$ cat src/rtl/uart_tx_serializer.sv
// UART transmit serializer: start bit, LSB-first data, one or two stop bits,
// with bit timing taken from an external oversample tick.
module uart_tx_serializer #(
  parameter int DATA_W = 16
) (
  input  logic              clk,
  input  logic              reset_n,
  input  logic              tick,
  input  logic [4:0]        word_length,
  input  logic              Num_stop_bits,
  input  logic              oversample_by_3,
  input  logic              tx_valid,
  input  logic [DATA_W-1:0] tx_data,
  output logic              tx_ready,
  output logic              txd,
  output logic              busy,
  output logic              frame_done
);

  localparam int BW = $clog2(DATA_W + 1);

  typedef enum logic [1:0] {IDLE, START, DATA, STOP} state_t;

  state_t            state_q, state_d;
  logic [3:0]        tick_cnt_q, tick_cnt_d;
  logic [BW-1:0]     bit_cnt_q, bit_cnt_d;
  logic [BW-1:0]     nbits_q, nbits_d;
  logic              two_stop_q, two_stop_d;
  logic              os3_q, os3_d;
  logic [DATA_W-1:0] shreg_q, shreg_d;
  logic              txd_q, txd_d;
  logic              busy_q, busy_d;
  logic              frame_done_q, frame_done_d;

  logic [BW-1:0]     nbits_eff;
  logic [3:0]        os_last;
  logic              bit_end;

  always_comb begin
    if (word_length == 5'd0)
      nbits_eff = BW'(8);
    else if (32'(word_length) > DATA_W)
      nbits_eff = BW'(DATA_W);
    else
      nbits_eff = BW'(word_length);
  end

  assign os_last  = os3_q ? 4'd2 : 4'd15;
  // In IDLE the tick counter is held at zero, so a tick in the acceptance cycle is never counted.
  assign bit_end  = (state_q != IDLE) && tick && (tick_cnt_q == os_last);
  assign tx_ready = (state_q == IDLE);

  always_comb begin
    state_d    = state_q;
    tick_cnt_d = tick_cnt_q;
    bit_cnt_d  = bit_cnt_q;
    nbits_d    = nbits_q;
    two_stop_d = two_stop_q;
    os3_d      = os3_q;
    shreg_d    = shreg_q;

    if (state_q == IDLE)
      tick_cnt_d = '0;
    else if (bit_end)
      tick_cnt_d = '0;
    else if (tick)
      tick_cnt_d = tick_cnt_q + 4'd1;

    case (state_q)
      IDLE: begin
        if (tx_valid) begin
          shreg_d    = tx_data;
          nbits_d    = nbits_eff;
          two_stop_d = Num_stop_bits;
          os3_d      = oversample_by_3;
          bit_cnt_d  = '0;
          state_d    = START;
        end
      end
      START: begin
        if (bit_end) begin
          bit_cnt_d = '0;
          state_d   = DATA;
        end
      end
      DATA: begin
        if (bit_end) begin
          shreg_d = shreg_q >> 1;
          if (bit_cnt_q == nbits_q - BW'(1)) begin
            bit_cnt_d = '0;
            state_d   = STOP;
          end else begin
            bit_cnt_d = bit_cnt_q + BW'(1);
          end
        end
      end
      STOP: begin
        if (bit_end) begin
          if (two_stop_q && (bit_cnt_q == '0))
            bit_cnt_d = BW'(1);
          else begin
            bit_cnt_d = '0;
            state_d   = IDLE;
          end
        end
      end
      default: state_d = IDLE;
    endcase

    // Outputs are registered from the next state so they move on the same edge as the FSM.
    case (state_d)
      START:   txd_d = 1'b0;
      DATA:    txd_d = shreg_d[0];
      default: txd_d = 1'b1;
    endcase
    busy_d       = (state_d != IDLE);
    frame_done_d = (state_q == STOP) && (state_d == IDLE);
  end

  always_ff @(posedge clk or negedge reset_n) begin
    if (!reset_n) begin
      state_q      <= IDLE;
      tick_cnt_q   <= '0;
      bit_cnt_q    <= '0;
      nbits_q      <= '0;
      two_stop_q   <= 1'b0;
      os3_q        <= 1'b0;
      shreg_q      <= '0;
      txd_q        <= 1'b1;
      busy_q       <= 1'b0;
      frame_done_q <= 1'b0;
    end else begin
      state_q      <= state_d;
      tick_cnt_q   <= tick_cnt_d;
      bit_cnt_q    <= bit_cnt_d;
      nbits_q      <= nbits_d;
      two_stop_q   <= two_stop_d;
      os3_q        <= os3_d;
      shreg_q      <= shreg_d;
      txd_q        <= txd_d;
      busy_q       <= busy_d;
      frame_done_q <= frame_done_d;
    end
  end

  assign txd        = txd_q;
  assign busy       = busy_q;
  assign frame_done = frame_done_q;

endmodule

$ cat config.mk
export PLATFORM = sky130hd
export DESIGN_NAME = uart_tx_serializer
export DESIGN_NICKNAME = d
export VERILOG_FILES = /design/src/rtl/uart_tx_serializer.sv
export SDC_FILE = /design/constraint.sdc
export NUM_CORES = 1
export LEC_CHECK = 0
export ABC_AREA = 1
export CAP_MARGIN = 20
export CORE_ASPECT_RATIO = 0.5
export CORE_UTILIZATION = 58
export CTS_CLUSTER_SIZE = 8
export DETAILED_ROUTE_END_ITERATION = 8
export PLACE_DENSITY = 0.86
export SLEW_MARGIN = 40
export SYNTH_ARGS = -nofsm -noshare
export SYNTH_HDL_FRONTEND = slang
export SYNTH_SLANG_ARGS = --single-unit
export TNS_END_PERCENT = 10
$ cat constraint.sdc
create_clock -name clk -period 2.5 [get_ports clk]
set_input_delay 0.375 -clock clk [delete_from_list [all_inputs] [get_ports clk]]
set_output_delay 0.375 -clock clk [all_outputs]
set_load 0.005 [all_outputs]
==> impl_metrics.env, run 1 <==
export IMPL_status="finished clean"
export IMPL_synth_top_family_by_area="simple AND/OR/NAND/NOR gates"
export IMPL_avgSynthCellArea_um2=8.18
export IMPL_grt_use_total_pct=26.6
export IMPL_synth_flop_cell="dfrtp_1"
export IMPL_via_per_inst=5.34
export IMPL_hold_class="in -> async"
export IMPL_cp_start_kind="flop"
export IMPL_syn_inst=248
export IMPL_overflow=0
export IMPL_finish_utilization_pct=78.8
export IMPL_drtAntennaViolNets=0
export IMPL_synth_area_um2=2030
export IMPL_clkLatencyLatePin_ns=0.29
export IMPL_required_ns=2.12
export IMPL_hold_viol=0
export IMPL_pre_cts_ws_ns=0.499
export IMPL_slew_viol_final=0
export IMPL_routed_wl_mm=4.30
export IMPL_setup_slack_ns=0.557
export IMPL_ys_async_sr_fraction_pct=100
export IMPL_antenna_cells=0
export IMPL_via_count=1726
export IMPL_worstPathMaxFanout=5
export IMPL_dp_cells=315
export IMPL_core_um2=3150
export IMPL_cts_tree="done"
export IMPL_hold_buffers=0
export IMPL_power_density_nw_per_um2=1090
export IMPL_syn_num_nets=279
export IMPL_fin_nets=313
export IMPL_synth_seq_cells=37
export IMPL_endpoint="tx_ready"
export IMPL_post_drt_wl_per_cell_um=13.3
export IMPL_synthSimpleGateAreaFrac_pct=32.8
export IMPL_post_route_period_util_pct=77.7
export IMPL_peakVddDrop_mv=0.537
export IMPL_drtPass1Iterations=4
export IMPL_gp_congestion=0.852
export IMPL_max_freq_ghz=0.515
export IMPL_leakagePower_nw=1.20
export IMPL_drtIter0Drc=117
export IMPL_endpoint_kind="output port"
export IMPL_yosysMostFrequentCell="nand2_1"
export IMPL_antenna_found_initial=0
export IMPL_ys_types=30
export IMPL_worstMarginPinSlew_ns=0.453
export IMPL_clk_pin_slew_ns=0.07
export IMPL_synthAdderAreaFrac_pct=2.47
export IMPL_setup_viol=0
export IMPL_synth_mux_area_share_pct=0
export IMPL_numPortBuffers=30
export IMPL_yosysWarnings=0
export IMPL_dpl_cell_area_um2=2370
export IMPL_rows=14
export IMPL_areaGrowthSynthToFinish_pct=22.5
export IMPL_synthXorXnorAreaFrac_pct=1.30
export IMPL_slew_headroom_pct=69.8
export IMPL_grt_pass1_vias=1622
export IMPL_drc=0
export IMPL_stdcell_count=323
export IMPL_drive_above_1_share_pct=10.6
export IMPL_grt_pass1_wl_mm=7.34
export IMPL_clockBufferDepth=2
export IMPL_grt_max_degree=38
export IMPL_netlist_top_cells_count="nand2_1 (73), dfrtp_1 (36), inv_1 (34)"
export IMPL_hold_worst_slack_ns=0.494
export IMPL_fp_dieH_um=43.8
export IMPL_cts_root_buf="clkbuf_8"
export IMPL_start_util_pct=64.3
export IMPL_rr_startpoint="nbits_q[0]"
export IMPL_cts_resized=0
export IMPL_crit_type="reg -> out"
export IMPL_synth_compound_area_share_pct=9.75
export IMPL_ios=31
export IMPL_cts_sinks=37
export IMPL_total_power_mw=2.72
export IMPL_yosysTopAreaCell="dfrtp_1"
export IMPL_worstReg2RegEnd="bit_cnt_q[4]"
export IMPL_die_area_um2=3750
export IMPL_cap_violations=0
export IMPL_die_x_um=85.6
export IMPL_place_hpwl_mm=3.00
export IMPL_arrival_ns=1.57
export IMPL_tns_ns=0
export IMPL_fin_skew_ns=0.00572
export IMPL_r2r_cells=12
export IMPL_synth_edff_count=0
export IMPL_rsz0062_at_grt="false"
export IMPL_crit_start="state_q[0]"
export IMPL_reg2reg_slack_ns=0.58
export IMPL_fin_crit_ns=1.94
export IMPL_htreeDepth=2
export IMPL_post_cts_setup_buffers=0
export IMPL_fin_area_um2=2480
export IMPL_synth_area_leaders="dfrtp_1 (44%), nand2_1 (14%), inv_1 (6.3%)"
export IMPL_yosysTopAreaCellShare_pct=44.4
export IMPL_numCtsBuffers=5
export IMPL_yosysSeqAreaShare_pct=45.7
-- layout by cell type (no fill, tap or decap) --
master | netlist | layout
buf_4 | 0 | 1
nand4_1 | 4 | 4
o211ai_1 | 9 | 9
nand4_2 | 1 | 1
nand3_4 | 2 | 2
xnor2_1 | 1 | 1
nor2_4 | 2 | 2
nor2_8 | 2 | 2
o22ai_1 | 7 | 7
dfrtp_1 | 36 | 36
a21oi_1 | 4 | 4
clkbuf_8 | 0 | 6
nor2_1 | 17 | 17
inv_1 | 34 | 34
nor2_2 | 2 | 2
xor2_1 | 2 | 2
dfstp_2 | 1 | 1
o21ai_0 | 4 | 4
nand2_2 | 3 | 3
bufinv_16 | 0 | 1
nand2_1 | 73 | 73
ha_1 | 4 | 4
o221ai_1 | 1 | 1
clkbuf_1 | 0 | 1
nand2_4 | 1 | 1
clkdlybuf4s50_1 | 0 | 30
nand3_1 | 24 | 24
a31oi_1 | 2 | 2
o21ai_2 | 1 | 1
a21oi_4 | 1 | 1
nand2_8 | 1 | 1
nand3_2 | 1 | 1
inv_2 | 4 | 4
-- per-layer routing --
metal	up-vias	global-route usage [%]	routed length, um
met5	-	0	0
met3	13	6.10	186
met2	44	43.5	2010
met1	803	34.6	2000
li1	866	-	-
met4	0	12.7	111
-- registers in the layout (all words and copies together) (netlist names) --
signal and count:
shreg_q 16, bit_cnt_q 5, nbits_q 5, tick_cnt_q 4, state_q 2, busy 1, frame_done 1, os3_q 1
two_stop_q 1, txd 1
-- worst min-delay path by stage --
| stage | start | endpoint | slack, ns | depth (start not counted) |
|---|---|---|---|---|
| floorplan | reset_n | bit_cnt_q[0] | 0.08 | 0 |
| global placement | shreg_q[12] | shreg_q[11] | 0.47 | 2 |
| detailed placement | shreg_q[12] | shreg_q[11] | 0.48 | 2 |
| CTS | reset_n | shreg_q[6] | 0.51 | 2 |
| global route | reset_n | os3_q | 0.54 | 2 |
| finish | reset_n | shreg_q[9] | 0.49 | 2 |
-- power by group --
group / internal (mW) / total (mW) / switching (mW)
Clock: 0.325 / 0.540 / 0.215
Sequential: 0.873 / 1.05 / 0.179
Combinational: 0.449 / 1.13 / 0.678
Total: 1.65 / 2.72 / 1.07
-- worst max-delay path, cell delays in order, from the launching register on --
cell	delay [ns]
dfrtp_1	0.49
nor2_4	0.23
clkdlybuf4s50_1	0.55
-- cell families (layout without fill, tap and decap cells) --
group	after synthesis	count (layout)
buf+inv	42	77
fa+ha+maj	4	4
flops	37	37
xor+xnor	3	3
compound gates	29	29
simple gates	133	133
-- final cells by class --
cell class                      instances  area [um^2]
Fill cell                             221          669
Sequential cell                        37          927
Clock inverter                          1         30.0
Clock buffer                            7         86.3
Timing Repair Buffer                   31          308
Inverter                               38          143
Tap cell                               40         50.0
Multi-Input combinational cell        169          940
Note: power is estimated with default switching activity, not from simulation.
==> run 2: changes to the inputs <==
Settings changed: CORE_UTILIZATION 58 to 53, PLACE_DENSITY 0.86 to 0.8.
Clock period 2.5 ns to 1.8 ns, I/O delays scaled along.
==> run 2 against run 1 <==
Net effect:
- combinational power is 46% higher
- worst hold slack worse by 0.10 ns
- design area increased by 2.1%
- global-route usage down 2.2 points
- cell count up 5.9%
- sequential power up 40%
- clock power rose by 5.9%
- clock-buffer cell count decreased by 2
- first-iteration DRC count fell by 43%
- non-clock buffer count grew 8
- routed wire length down 3.4%
- critical endpoint unchanged
- highest routed layer unchanged
==> impl_metrics.env, run 2 (synthesized netlist as in run 1, its figures left out) <==
export IMPL_r2r_cells=14
export IMPL_cts_sinks=37
export IMPL_cap_violations=0
export IMPL_fp_dieH_um=45.7
export IMPL_antenna_cells=0
export IMPL_pwr_share_clk_pct=15.5
export IMPL_tns_ns=0
export IMPL_hold_viol=0
export IMPL_grt_use_total_pct=24.4
export IMPL_ff_latch_area_um2=927
export IMPL_core_um2=3550
export IMPL_endpoint_kind="output port"
export IMPL_via_per_inst=5.00
export IMPL_via_count=1711
export IMPL_cp_start_kind="flop"
export IMPL_final_common_cell="nand2_1"
export IMPL_worstMarginPinSlew_ns=0.470
export IMPL_slew_viol_final=0
export IMPL_fin_crit_ns=1.69
export IMPL_place_hpwl_mm=3.07
export IMPL_gp_congestion=0.860
export IMPL_fin_nets=321
export IMPL_cts_root_buf="clkbuf_8"
export IMPL_crit_type="reg -> out"
export IMPL_p_int_mw=2.18
export IMPL_clk_pin_slew_ns=0.08
export IMPL_switchingPower_mw=1.51
export IMPL_dpl_cell_area_um2=2430
export IMPL_power_density_nw_per_um2=1460
export IMPL_drtIter0Drc=67
export IMPL_rsz0062_at_grt="false"
export IMPL_drive_above_1_share_pct=14.8
export IMPL_clockBufferDepth=2
export IMPL_ios=31
export IMPL_cts_tree="done"
export IMPL_worstReg2RegEnd="txd"
export IMPL_arrival_ns=1.42
export IMPL_htreeDepth=2
export IMPL_post_route_period_util_pct=93.8
export IMPL_numPortBuffers=30
export IMPL_start_util_pct=57.2
export IMPL_fin_skew_ns=0.00847
export IMPL_fill_cells=253
export IMPL_required_ns=1.53
export IMPL_antenna_found_initial=0
export IMPL_setup_viol=0
export IMPL_slew_headroom_pct=68.6
export IMPL_hold_class="in -> async"
export IMPL_p_seq_share_pct=39.9
export IMPL_leakagePower_nw=1.22
export IMPL_rr_startpoint="nbits_q[0]"
export IMPL_rows=15
export IMPL_power_frac_comb_pct=44.6
export IMPL_die_area_um2=4090
export IMPL_post_drt_wl_per_cell_um=12.2
export IMPL_p_sw_share_pct=40.9
export IMPL_multi_input_area_um2=947
export IMPL_reg2reg_slack_ns=0.13
export IMPL_drtPass1Iterations=4
export IMPL_grt_pass1_wl_mm=7.29
export IMPL_total_power_mw=3.69
export IMPL_grt_pass1_vias=1709
export IMPL_status="finished clean"
export IMPL_max_freq_ghz=0.592
export IMPL_largest_reg_flops=16
export IMPL_worstPathMaxFanout=5
export IMPL_die_x_um=89.5
export IMPL_grt_max_degree=38
export IMPL_overflow=0
export IMPL_fin_area_um2=2530
export IMPL_clkLatencyLatePin_ns=0.30
export IMPL_peakVddDrop_mv=0.587
export IMPL_layout_common_cells="nand2_1 (73), dfrtp_1 (36), inv_1 (33), clkdlybuf4s50_1 (30), nand3_1 (24)"
export IMPL_regMostFlops="shreg_q"
export IMPL_numCtsBuffers=5
export IMPL_drc=0
export IMPL_largest_registers="shreg_q: 16 flops, bit_cnt_q: 5 flops, nbits_q: 5 flops"
export IMPL_areaGrowthSynthToFinish_pct=25.0
export IMPL_routed_wl_mm=4.16
export IMPL_drtAntennaViolNets=0
-- run 2: cell count changes in the layout (fill, tap and decap cells not counted), moves of 2 or more --
cell      delta
buf_4        +8
clkinv_2     +2
nor2_2       +2
nor2_1       -2
-- run 2: power by group through the flow --
| stage | combinational, mW | clock (mW) | sequential [mW] |
|---|---|---|---|
| final | 1.65 | 0.572 | 1.47 |
| after detailed placement | 1.59 | 0 | 1.48 |
| after floorplan | 1.17 | 0 | 1.41 |
| after global placement | 1.54 | 0 | 1.46 |
| after CTS | 1.62 | 0.585 | 1.47 |
| after global routing | 1.88 | 0.619 | 1.52 |
-- run 2: repair_timing --
item / CTS / global route
endpoints found under the setup margin: 1 / 4
endpoints found under the hold margin: 0 / 0
setup buffers: 1 / 0
hold buffers: 0 / 0
pin swaps: 1 / 0
resized for setup: 0 / 4
-- run 2: layout make-up --
type | instances | share of cell area [%]
clock inverters | 3 | 0.691
repair buffers | 39 | 14.5
inverters | 38 | 5.63
flip-flops and latches | 37 | 36.6
clock buffers | 5 | 2.71
well taps | 51 | 2.52
multi-input cells | 169 | 37.4
-- run 2: critical path, stage by stage, from the launching register on --
cell	delay, ns
dfrtp_1	0.48
nor2_4	0.15
clkdlybuf4s50_1	0.50
-- run 2: stage by stage --
stage                     worst slack (ns)  std cells  hold slack (ns)  util [%]
after floorplan                      0.249        248          -0.0256         -
after global placement               0.131        333            0.486      68.6
after detailed placement            0.0920        333            0.489      68.6
after CTS                           0.0931        342            0.416      71.3
after global routing               0.00915        342            0.439      71.5
final                                0.111        342            0.390      71.5
-- run 2: how the worst max path moves through the flow --
stage | start | to | slack (ns) | depth (start not counted)
2_1_floorplan | nbits_q[0] | bit_cnt_q[3] | 0.25 | 12
3_3_place_gp | nbits_q[0] | txd | 0.13 | 13
3_5_place_dp | tick | shreg_q[12] | 0.09 | 7
4_1_cts | nbits_q[0] | txd | 0.09 | 14
5_1_grt | nbits_q[0] | txd | 0.009 | 14
6_report | state_q[0] | tx_ready | 0.11 | 2
-- run 2: routing by layer --
| layer | up-vias | routed length (um) | track usage, % |
|---|---|---|---|
| li1 | 885 | - | - |
| met1 | 790 | 2010 | 29.6 |
| met2 | 27 | 1950 | 43.2 |
| met3 | 9 | 137 | 6.34 |
| met4 | 0 | 50 | 8.89 |
| met5 | - | 0 | 0 |
==> run 3: changes to the inputs <==
Settings changed: CTS_CLUSTER_SIZE 8 to default.
==> results of run 3 <==
Final layout, timing and power as in run 2 (identical DEF).
